==> src/rtl/edu_aqmeas_buf_pkg.sv <==
// Shared constants, FSM encoding and helpers for the EDU ancilla-measurement buffer.
// Optional build macro: AQMEAS_DIFF_EN (store detection events instead of raw rounds).
package edu_aqmeas_buf_pkg;

    localparam int NUM_AQ    = 16;
    localparam int DEPTH     = 4;
    localparam int CODE_DIST = 5;
    localparam int AQMEAS_TH = 4;
    localparam int CNT_BW    = $clog2(DEPTH + 1);
    localparam int ROUND_BW  = $clog2(CODE_DIST + 1);

    typedef enum logic [1:0] {
        AQB_IDLE   = 2'b00,
        AQB_ACTIVE = 2'b01,
        AQB_DRAIN  = 2'b10
    } aqb_state_t;

    // A detection event is a change of an ancilla result between consecutive rounds.
    function automatic logic [NUM_AQ-1:0] detect_events(input logic [NUM_AQ-1:0] cur,
                                                        input logic [NUM_AQ-1:0] prev);
        return cur ^ prev;
    endfunction

endpackage

==> src/rtl/edu_aqmeas_buf_fifo.sv <==
// DEPTH x WIDTH circular buffer with wrapping pointers and occupancy count.
// Head entry is read combinationally; push and pop may coincide, including when full.
module aqmeas_fifo #(
    parameter int WIDTH = 16,
    parameter int DEPTH = 4
) (
    input  logic                         clk,
    input  logic                         rst_n,
    input  logic                         push,
    input  logic                         pop,
    input  logic [WIDTH-1:0]             wr_data,
    output logic [WIDTH-1:0]             rd_data,
    output logic [$clog2(DEPTH+1)-1:0]   count,
    output logic                         full
);

    localparam int PTR_BW = $clog2(DEPTH);
    localparam int CNT_BW = $clog2(DEPTH + 1);

    logic [WIDTH-1:0]  mem_r [DEPTH];
    logic [PTR_BW-1:0] wr_ptr_r;
    logic [PTR_BW-1:0] rd_ptr_r;
    logic [CNT_BW-1:0] count_r;
    logic [CNT_BW-1:0] count_next_s;

    // Entry storage, cleared on reset so the head reads zero afterwards.
    always_ff @(posedge clk or negedge rst_n) begin
        if (!rst_n) begin
            for (int i = 0; i < DEPTH; i++) begin
                mem_r[i] <= {WIDTH{1'b0}};
            end
        end else if (push) begin
            mem_r[wr_ptr_r] <= wr_data;
        end
    end

    // Occupancy update; push+pop together leaves it unchanged.
    always_comb begin
        count_next_s = count_r;
        case ({push, pop})
            2'b10:   count_next_s = count_r + CNT_BW'(1);
            2'b01:   count_next_s = count_r - CNT_BW'(1);
            default: count_next_s = count_r;
        endcase
    end

    // Pointers wrap naturally because DEPTH is a power of two.
    always_ff @(posedge clk or negedge rst_n) begin
        if (!rst_n) begin
            wr_ptr_r <= {PTR_BW{1'b0}};
            rd_ptr_r <= {PTR_BW{1'b0}};
            count_r  <= {CNT_BW{1'b0}};
        end else begin
            if (push) begin
                wr_ptr_r <= wr_ptr_r + PTR_BW'(1);
            end
            if (pop) begin
                rd_ptr_r <= rd_ptr_r + PTR_BW'(1);
            end
            count_r <= count_next_s;
        end
    end

    assign rd_data = mem_r[rd_ptr_r];
    assign count   = count_r;
    assign full    = (count_r == CNT_BW'(DEPTH));

endmodule

==> src/rtl/edu_aqmeas_buf.sv <==
// Transmit side of the EDU ancilla-measurement interface: ESM window FSM, round counter,
// overflow flag and buffer. Build macro AQMEAS_DIFF_EN stores detection events.
module edu_aqmeas_buf
    import edu_aqmeas_buf_pkg::*;
(
    input  logic                 clk,
    input  logic                 rst_n,
    input  logic                 esm_start,
    input  logic                 meas_valid,
    input  logic [NUM_AQ-1:0]    meas_data,
    output logic                 meas_ready,
    input  logic                 pop_aqmeasbuf,
    input  logic                 esm_finish,
    output logic                 aqmeas_valid,
    output logic [NUM_AQ-1:0]    aqmeas_data,
    output logic [CNT_BW-1:0]    aqmeas_counter,
    output logic [ROUND_BW-1:0]  round_idx,
    output logic                 ovf_err
);

    aqb_state_t          state_r;
    aqb_state_t          next_state_s;
    logic [ROUND_BW-1:0] round_idx_r;
    logic                ovf_err_r;
    logic                fifo_full_s;
    logic [CNT_BW-1:0]   fifo_count_s;
    logic                push_s;
    logic                pop_s;
    logic                start_s;
    logic                last_round_s;
    logic [NUM_AQ-1:0]   entry_s;

    assign meas_ready   = (state_r == AQB_ACTIVE) && (!fifo_full_s || pop_aqmeasbuf);
    assign push_s       = meas_valid && meas_ready;
    assign pop_s        = pop_aqmeasbuf && aqmeas_valid;
    assign start_s      = (state_r == AQB_IDLE) && esm_start;
    assign last_round_s = (round_idx_r == ROUND_BW'(CODE_DIST - 1));

    // Window FSM next state; a closing esm_finish wins over the final push.
    always_comb begin
        next_state_s = state_r;
        case (state_r)
            AQB_IDLE: begin
                if (esm_start) next_state_s = AQB_ACTIVE;
                else           next_state_s = AQB_IDLE;
            end
            AQB_ACTIVE: begin
                if (esm_finish)                  next_state_s = AQB_IDLE;
                else if (push_s && last_round_s) next_state_s = AQB_DRAIN;
                else                             next_state_s = AQB_ACTIVE;
            end
            AQB_DRAIN: begin
                if (esm_finish) next_state_s = AQB_IDLE;
                else            next_state_s = AQB_DRAIN;
            end
            default: next_state_s = AQB_IDLE;
        endcase
    end

    // State register, round counter and sticky overflow flag.
    always_ff @(posedge clk or negedge rst_n) begin
        if (!rst_n) begin
            state_r     <= AQB_IDLE;
            round_idx_r <= {ROUND_BW{1'b0}};
            ovf_err_r   <= 1'b0;
        end else begin
            state_r <= next_state_s;
            if (next_state_s == AQB_IDLE) begin
                round_idx_r <= {ROUND_BW{1'b0}};
            end else if (push_s) begin
                round_idx_r <= round_idx_r + ROUND_BW'(1);
            end
            if (meas_valid && !meas_ready) begin
                ovf_err_r <= 1'b1;
            end
        end
    end

`ifdef AQMEAS_DIFF_EN
    logic [NUM_AQ-1:0] ref_r;

    // Previous accepted round; zeroed at window open so the first round is stored raw.
    always_ff @(posedge clk or negedge rst_n) begin
        if (!rst_n) begin
            ref_r <= {NUM_AQ{1'b0}};
        end else if (start_s) begin
            ref_r <= {NUM_AQ{1'b0}};
        end else if (push_s) begin
            ref_r <= meas_data;
        end
    end

    // Entry written to the buffer.
    always_comb begin
        entry_s = detect_events(meas_data, ref_r);
    end
`else
    logic unused_start_s;

    // Entry written to the buffer.
    always_comb begin
        entry_s        = meas_data;
        unused_start_s = start_s;
    end
`endif

    aqmeas_fifo #(
        .WIDTH (NUM_AQ),
        .DEPTH (DEPTH)
    ) u_fifo (
        .clk     (clk),
        .rst_n   (rst_n),
        .push    (push_s),
        .pop     (pop_s),
        .wr_data (entry_s),
        .rd_data (aqmeas_data),
        .count   (fifo_count_s),
        .full    (fifo_full_s)
    );

    assign aqmeas_valid   = (fifo_count_s != {CNT_BW{1'b0}});
    assign aqmeas_counter = fifo_count_s;
    assign round_idx      = round_idx_r;
    assign ovf_err        = ovf_err_r;

endmodule

==> config.mk <==
export PLATFORM = sky130hd
export DESIGN_NAME = edu_aqmeas_buf
export DESIGN_NICKNAME = d
export VERILOG_FILES = /design/src/rtl/edu_aqmeas_buf_pkg.sv /design/src/rtl/edu_aqmeas_buf_fifo.sv /design/src/rtl/edu_aqmeas_buf.sv
export SDC_FILE = /design/constraint.sdc
export NUM_CORES = 1
export LEC_CHECK = 0
export BUFFER_PORTS_ARGS = -buffer_cell sky130_fd_sc_hd__buf_2
export CORE_MARGIN = 3
export CORE_UTILIZATION = 41
export DETAILED_ROUTE_END_ITERATION = 12
export PLACE_DENSITY = 0.6
export SYNTH_ARGS = -nofsm -noshare
export SYNTH_HDL_FRONTEND = slang
export SYNTH_SLANG_ARGS = --single-unit
==> constraint.sdc <==
create_clock -name clk -period 6.7 [get_ports clk]
set_input_delay 0.335 -clock clk [delete_from_list [all_inputs] [get_ports clk]]
set_output_delay 0.335 -clock clk [all_outputs]
set_load 0.01 [all_outputs]
==> results.txt, run 1 <==
----------------------------------------------------
[Floorplanning]
  Core Footprint ... 0.00876 sq mm
  Initial core utilization ... 42.3%
  Num ports ... 47
  Horizontal die dimension ... 101 um
  Die span in y ... 101 um
  FP Rows ... 34
  Total Die Area ... 0.0102 sq mm

[Cells and area]
  Signed area change from the synthesized netlist to the final layout ... 13.5%
  Layout filler cell count ... 782
  Area of the multi-input gates ... 0.00164 sq mm
  Highest-count cells in the layout ignoring fill and taps ... 77 x dfrtp_1, 45 x buf_2, 35 x mux2_2
  Layout cell share with drive strength beyond 1 ... 54.8%
  N_diodes ... 0
  Sequential cell area in the final layout ... 0.00193 sq mm
  Leading cell type in the layout, fill and taps excluded ... dfrtp_1
  Net count of the finished layout ... 304

[Synthesis]
  Count of warnings emitted by yosys ... 0
  Count of distinct cell types in the synthesized netlist ... 40
  Post-synthesis register bit count ... 77
  Synth Area per Inst ... 16.4 sq um
  Cell count after synthesis ... 226
  Cell area after synthesis ... 0.00370 sq mm
  Syn Nets ... 256
  Seq/Total Area, Yosys ... 52.0%

[Setup path]
  Critical Path RT ... 6.97 ns
  Crit. End Element ... register
  Biggest fanout along the worst timing path ... 11
  Worst Setup Start Kind ... register
  WP data arrival ... 2.67 ns
  Start-to-end type of the worst setup path ... reg2reg

[Route]
  Routed WL ... 6.83 mm
  Final ANT Viol Nets ... 0
  Total via count after detailed routing ... 2030
  Routed wirelength normalized by instance count ... 17.6 um
  Via/cell ratio ... 5.25
  Starting DRC count in detailed routing ... 32
  DRC violations left ... 0
  Number of search-and-repair iterations in the first detailed-routing pass ... 4

[STA]
  Worst relative slew slack ... 35.3%
  Top achievable clock speed ... 0.416 GHz
  Max-slew violation total from the final report ... 0
  Setup repair after global routing missed its margin ... no
  Final clock skew ... 0.0129 ns
  Final hold viol count ... 0
  Clock period minus worst slack ... 2.41 ns
  Share of the clock period used by the worst path after layout ... 35.9%
  Setup TNS after final layout ... 0 ns
  Transition time at the pin with the least slew margin ... 0.970 ns
  Hold_ws ... 0.142 ns
  Final count of negative-setup-slack endpoints ... 0

[Clock tree]
  Clock sink total ... 77
  Clock buffers created by TritonCTS ... 9
  Number of buffers between clock root and the deepest sink ... 2
  Clock latency on the worst-skew pair ... 0.35 ns
  Total of cells resized after clock tree synthesis ... 0
  Clk pin slew, worst setup/hold paths ... 0.09 ns
  Cell chosen for the clock root ... clkbuf_8
  CTS tree ... done
  Number of H-tree branching levels ... 3
  Setup Buffers After CTS ... 0
  # hold bufs at CTS ... 0

[GRT]
  Via count of the first global-routing pass ... 2136
  Global Route Usage Sum ... 14.3%
  Largest net degree at the start of global routing ... 78
  GR Overflow Total ... 0
  Wire length of the first global-routing pass ... 11.1 mm
  Number of antenna violations at the first check in global routing ... 0

[Run status]
  Run status ... completed

[Placed design]
  Gpl congestion ... 0.800
  Count of input and output buffers ... 46
  Post-DP HPWL ... 4.28 mm

[Power and ir drop]
  Max rail drop VDD ... 210 uV
  Power density over the cells ... 484 mW/mm^2
  Standby leakage power ... 1.98 nW

[Flow run]
  Count of max-cap constraint violations ... 0

[Worst hold path]
  Hold Crit Class ... in2async

----------------------------------------------------
critical path: stages (launching register included):
cell and delay [ns]:
dfrtp_1 0.46, or4b_4 0.66, nand2_1 0.17, ha_1 0.21
inv_1 0.06, fa_1 0.37, xor2_1 0.15, nor2_1 0.11
xor2_1 0.14
per-stage QoR:
step,std cells,power (W),utilization [%],area [sq um],setup WS (ns)
2_1_floorplan,226,0.00143,-,3700,4.36
5_1_grt,387,0.00217,48.0,4200,4.12
6_report,387,0.00203,48.0,4200,4.29
4_1_cts,387,0.00207,48.0,4200,4.27
3_3_place_gp,371,0.00164,45.3,3970,4.34
3_5_place_dp,371,0.00166,45.3,3970,4.30
cell usage after synthesis:
library cell	number	area (sq um)
dfrtp_1	77	1930
mux2_2	35	394
mux2_4	30	450
mux4_2	16	360
inv_1	9	33.8
ha_1	7	87.6
buf_12	3	60.1
nand2_1	3	11.3
nand2b_1	3	18.8
nand3_4	3	52.6
xnor2_1	3	26.3
xor2_1	3	26.3
a21oi_1	2	10.0
a22oi_1	2	15.0
buf_2	2	10.0
buf_6	2	22.5
nand4_1	2	12.5
o21ai_0	2	10.0
a21o_1	1	7.51
a31o_2	1	8.76
a31oi_1	1	6.26
and3_1	1	6.26
and3b_1	1	8.76
buf_1	1	3.75
buf_4	1	7.51
clkbuf_1	1	3.75
fa_1	1	20.0
nand3_1	1	5.00
nand3_2	1	10.0
nand3b_1	1	7.51
nor2_1	1	3.75
nor3_1	1	5.00
nor3b_1	1	7.51
nor4b_1	1	8.76
o21bai_1	1	7.51
o2bb2a_1	1	10.0
o31a_2	1	10.0
or2_2	1	6.26
or3_2	1	7.51
or4b_4	1	13.8
final cells by class:
type,instances,share of cell area (%)
Sequential cell,77,45.8
Clock inverter,6,2.23
Timing Repair Buffer,47,5.72
Clock buffer,10,3.27
Tap cell,108,3.22
Inverter,9,0.804
Multi-Input combinational cell,130,38.9
flip-flops by register name (all words and copies together), names as in the netlist:
| register | count |
|---|---|
| ovf_err | 1 |
| round_idx | 3 |
| state_r | 2 |
| u_fifo.count | 3 |
| u_fifo.mem_r | 64 |
| u_fifo.rd_ptr_r | 2 |
| u_fifo.wr_ptr_r | 2 |
where the power goes:
group | switching (W) | internal, W | total, W
clock | 0.000176 | 0.000223 | 0.000399
sequential | 0.000160 | 0.000683 | 0.000843
combinational | 0.000293 | 0.000500 | 0.000792
total | 0.000629 | 0.00140 | 0.00203
path summary, 6_finish.rpt:
kind                                  from               end  slack [ns]  cells past startpoint
max                        u_fifo.count[0]   u_fifo.count[2]        4.29                      8
min                                  rst_n  u_fifo.mem_r[14]        0.14                      1
max reg2reg                u_fifo.count[0]   u_fifo.count[2]        4.29                      8
min reg2reg                        ovf_err           ovf_err        0.48                      1
max in group asynchronous            rst_n      round_idx[1]        5.94                      1
min in group clk                esm_finish        state_r[1]        0.16                      2
layer usage:
| layer | global-route usage [%] | vias up | wire [um] |
|---|---|---|---|
| li1 | - | 923 | - |
| met1 | 19.6 | 1049 | 3150 |
| met2 | 21.5 | 47 | 3250 |
| met3 | 4.29 | 11 | 322 |
| met4 | 5.62 | 0 | 103 |
| met5 | 0 | - | 0 |
kinds of logic after synthesis:
kind of cell               Yosys count  synth area share [%]
adders and majority gates            8                  2.91
DFF                                 77                  52.0
muxes                               81                  32.5
AOI/OAI and AO/OA                   12                  2.30
and+or+nand+nor                     23                  5.00
xor gates and xnor gates             6                  1.42
buffers and inverters               19                  3.82
Power figures use the tool's default switching activity.
==> run 2, diff against run 1 <==
==> constraint.sdc (replaced) <==
create_clock -name clk -period 2.3 [get_ports clk]
set_input_delay 0.115 -clock clk [delete_from_list [all_inputs] [get_ports clk]]
set_output_delay 0.115 -clock clk [all_outputs]
set_load 0.01 [all_outputs]
==> run 2 against run 1 <==
Clock skew down 0.0047 ns. Worst hold slack worse by 0.10 ns. Fmax up 13%. Sequential power rose to 2.8 times the previous value. Count of clock-buffer cells in the layout down 1. Combinational power rose to 3.1 times the previous value. Via count up 2.6%. Largest cell class unchanged.
==> results.txt, run 2 (same netlist as run 1, synthesis figures left out) <==
----------------------------------------------------
[Floorplanning]
  Die span in y ... 101 um (unchanged)
  Core Footprint ... 0.00876 sq mm (unchanged)
  Num ports ... 47 (unchanged)
  Total Die Area ... 0.0102 sq mm (unchanged)
  Initial core utilization ... 42.3% (unchanged)
  Horizontal die dimension ... 101 um (unchanged)
  FP Rows ... 34 (unchanged)

[GRT]
  Wire length of the first global-routing pass ... 11.4 mm (+2.7%)
  Number of antenna violations at the first check in global routing ... 1 (+1)
  GR Overflow Total ... 0 (unchanged)
  Global Route Usage Sum ... 14.7% (+0.31 points)
  Largest net degree at the start of global routing ... 78 (unchanged)
  Via count of the first global-routing pass ... 2237 (+4.7%)

[Cells and area]
  Register name with the most flops ... u_fifo.mem_r
  Net count of the finished layout ... 316 (+3.9%)
  Highest-count cells in the layout ignoring fill and taps ... 75 x dfrtp_1, 45 x buf_2, 35 x mux2_2
  Leading cell type in the layout, fill and taps excluded ... dfrtp_1
  Layout filler cell count ... 773 (-1.2%)
  Signed area change from the synthesized netlist to the final layout ... 15.8%
  Layout Utilization ... 48.9% (+0.97 points)
  N_diodes ... 0 (unchanged)
  Largest register FFs ... 64 (unchanged)
  Layout cell share with drive strength beyond 1 ... 57.0% (+2.2 points)

[STA]
  Top achievable clock speed ... 0.471 GHz (+13%)
  Transition time at the pin with the least slew margin ... 0.974 ns (+0.00429 ns)
  Hold_ws ... 0.0424 ns (-0.0999 ns)
  Worst relative slew slack ... 35.0% (-0.29 points)
  Final worst-path setup slack ... 0.179 ns (-4.12 ns)
  Final clock skew ... 0.00820 ns (-0.00468 ns)
  Final hold viol count ... 0 (unchanged)
  Max-slew violation total from the final report ... 0 (unchanged)
  Setup TNS after final layout ... 0 ns (unchanged)
  Clock period minus worst slack ... 2.12 ns (-0.284 ns)
  Final count of negative-setup-slack endpoints ... 0 (unchanged)
  Setup repair after global routing missed its margin ... no
  Share of the clock period used by the worst path after layout ... 92.2% (+56 points)

[Route]
  Final ANT Viol Nets ... 0 (unchanged)
  Via/cell ratio ... 5.22 (-0.52%)
  Routed WL ... 6.77 mm (-0.78%)
  Total via count after detailed routing ... 2082 (+2.6%)
  Starting DRC count in detailed routing ... 68 (+110%)
  Routed wirelength normalized by instance count ... 17.0 um (-3.8%)
  Number of search-and-repair iterations in the first detailed-routing pass ... 4 (unchanged)
  DRC violations left ... 0 (unchanged)

[Clock tree]
  Clk pin slew, worst setup/hold paths ... 0.09 ns (about the same)
  Clock sink total ... 77 (unchanged)
  Total of cells resized after clock tree synthesis ... 0 (unchanged)
  CTS tree ... done
  Cell chosen for the clock root ... clkbuf_8
  Setup Buffers After CTS ... 0 (unchanged)
  Clock latency on the worst-skew pair ... 0.34 ns (about the same)
  Number of H-tree branching levels ... 3 (unchanged)
  Clock buffers created by TritonCTS ... 9 (unchanged)
  # hold bufs at CTS ... 3 (+3)
  Number of buffers between clock root and the deepest sink ... 2 (unchanged)

[Setup path]
  Flop-to-flop setup slack ... 0.18 ns (-4.12 ns)
  Critical Path RT ... 2.57 ns (-4.40 ns)
  WP data arrival ... 2.39 ns (-0.28 ns)
  Crit. End Element ... register
  Beginning of the worst register-to-register path ... u_fifo.count[1]
  Worst Setup Start Kind ... register
  Start-to-end type of the worst setup path ... reg2reg
  Biggest fanout along the worst timing path ... 3 (-8)
  Critical path origin ... u_fifo.count[1]

[Placed design]
  Post-DP HPWL ... 4.36 mm (+1.9%)
  Pre-CTS WS ... 0.180 ns (-4.12 ns)
  Count of input and output buffers ... 46 (unchanged)
  Gpl congestion ... 0.738 (-7.7%)

[Worst hold path]
  Hold Crit Class ... in2reg
  Hold wc startpoint ... meas_data[9]

[Power and ir drop]
  Standby leakage power ... 2.03 nW (+2.5%)
  Max rail drop VDD ... 503 uV (+140%)
  Power density over the cells ... 1370 mW/mm^2 (+180%)

[Flow run]
  Count of max-cap constraint violations ... 0 (unchanged)

[Run status]
  Run status ... completed

----------------------------------------------------
run 2: changes by cell type in the layout (fill, tap and decap cells not counted), sizes merged:
cell / delta
clkbuf: -1
clkinvlp: -1
buf: +9
bufinv: -1
dlygate4sd3: +3
clkinv: +3
run 2: worst max-delay path: stages (launching register included):
cell and delay, ns:
dfrtp_2 0.41, or4b_4 0.54, nand2_2 0.10, ha_2 0.19
inv_1 0.05, fa_1 0.37, xor2_1 0.15, nor2_1 0.10
xor2_1 0.15
run 2: path summary, 6_finish.rpt:
path	end	cells after the start
setup / recovery	u_fifo.count[2]	8
hold / removal	u_fifo.mem_r[41]	2
setup reg to reg	u_fifo.count[2]	8
hold reg to reg	ovf_err	1
max in group asynchronous	u_fifo.count[0]	2
min in group asynchronous	u_fifo.mem_r[6]	2
run 2: where the power goes:
part,switching [W],leakage [nW],internal [W]
Clock,0.000511,0.104,0.000507
Combinational,0.000952,0.998,0.00154
Sequential,0.000378,0.928,0.00199
run 2: stage by stage:
stage | area, sq um | cells | power (W)
after global routing | 4290 | 399 | 0.00629
after CTS | 4290 | 399 | 0.00597
after detailed placement | 4060 | 380 | 0.00492
after floorplan | 3710 | 226 | 0.00418
after global placement | 4060 | 380 | 0.00486
final | 4290 | 399 | 0.00588
run 2: layout make-up:
cell class | count | area [sq um] | share of cell area (%)
Inverter | 9 | 33.8 | 0.788
Clock inverter | 7 | 75.1 | 1.75
Tap cell | 108 | 135 | 3.15
Sequential cell | 77 | 1930 | 45.0
Timing Repair Buffer | 59 | 350 | 8.17
Multi-Input combinational cell | 130 | 1640 | 38.3
Clock buffer | 9 | 124 | 2.89
run 2: layer usage:
layer	routed length, um	track usage [%]	vias to the layer above
li1	-	-	949
met1	3090	18.9	1076
met2	3240	23.4	45
met3	348	5.47	10
met4	91	3.68	2
met5	10	0	-
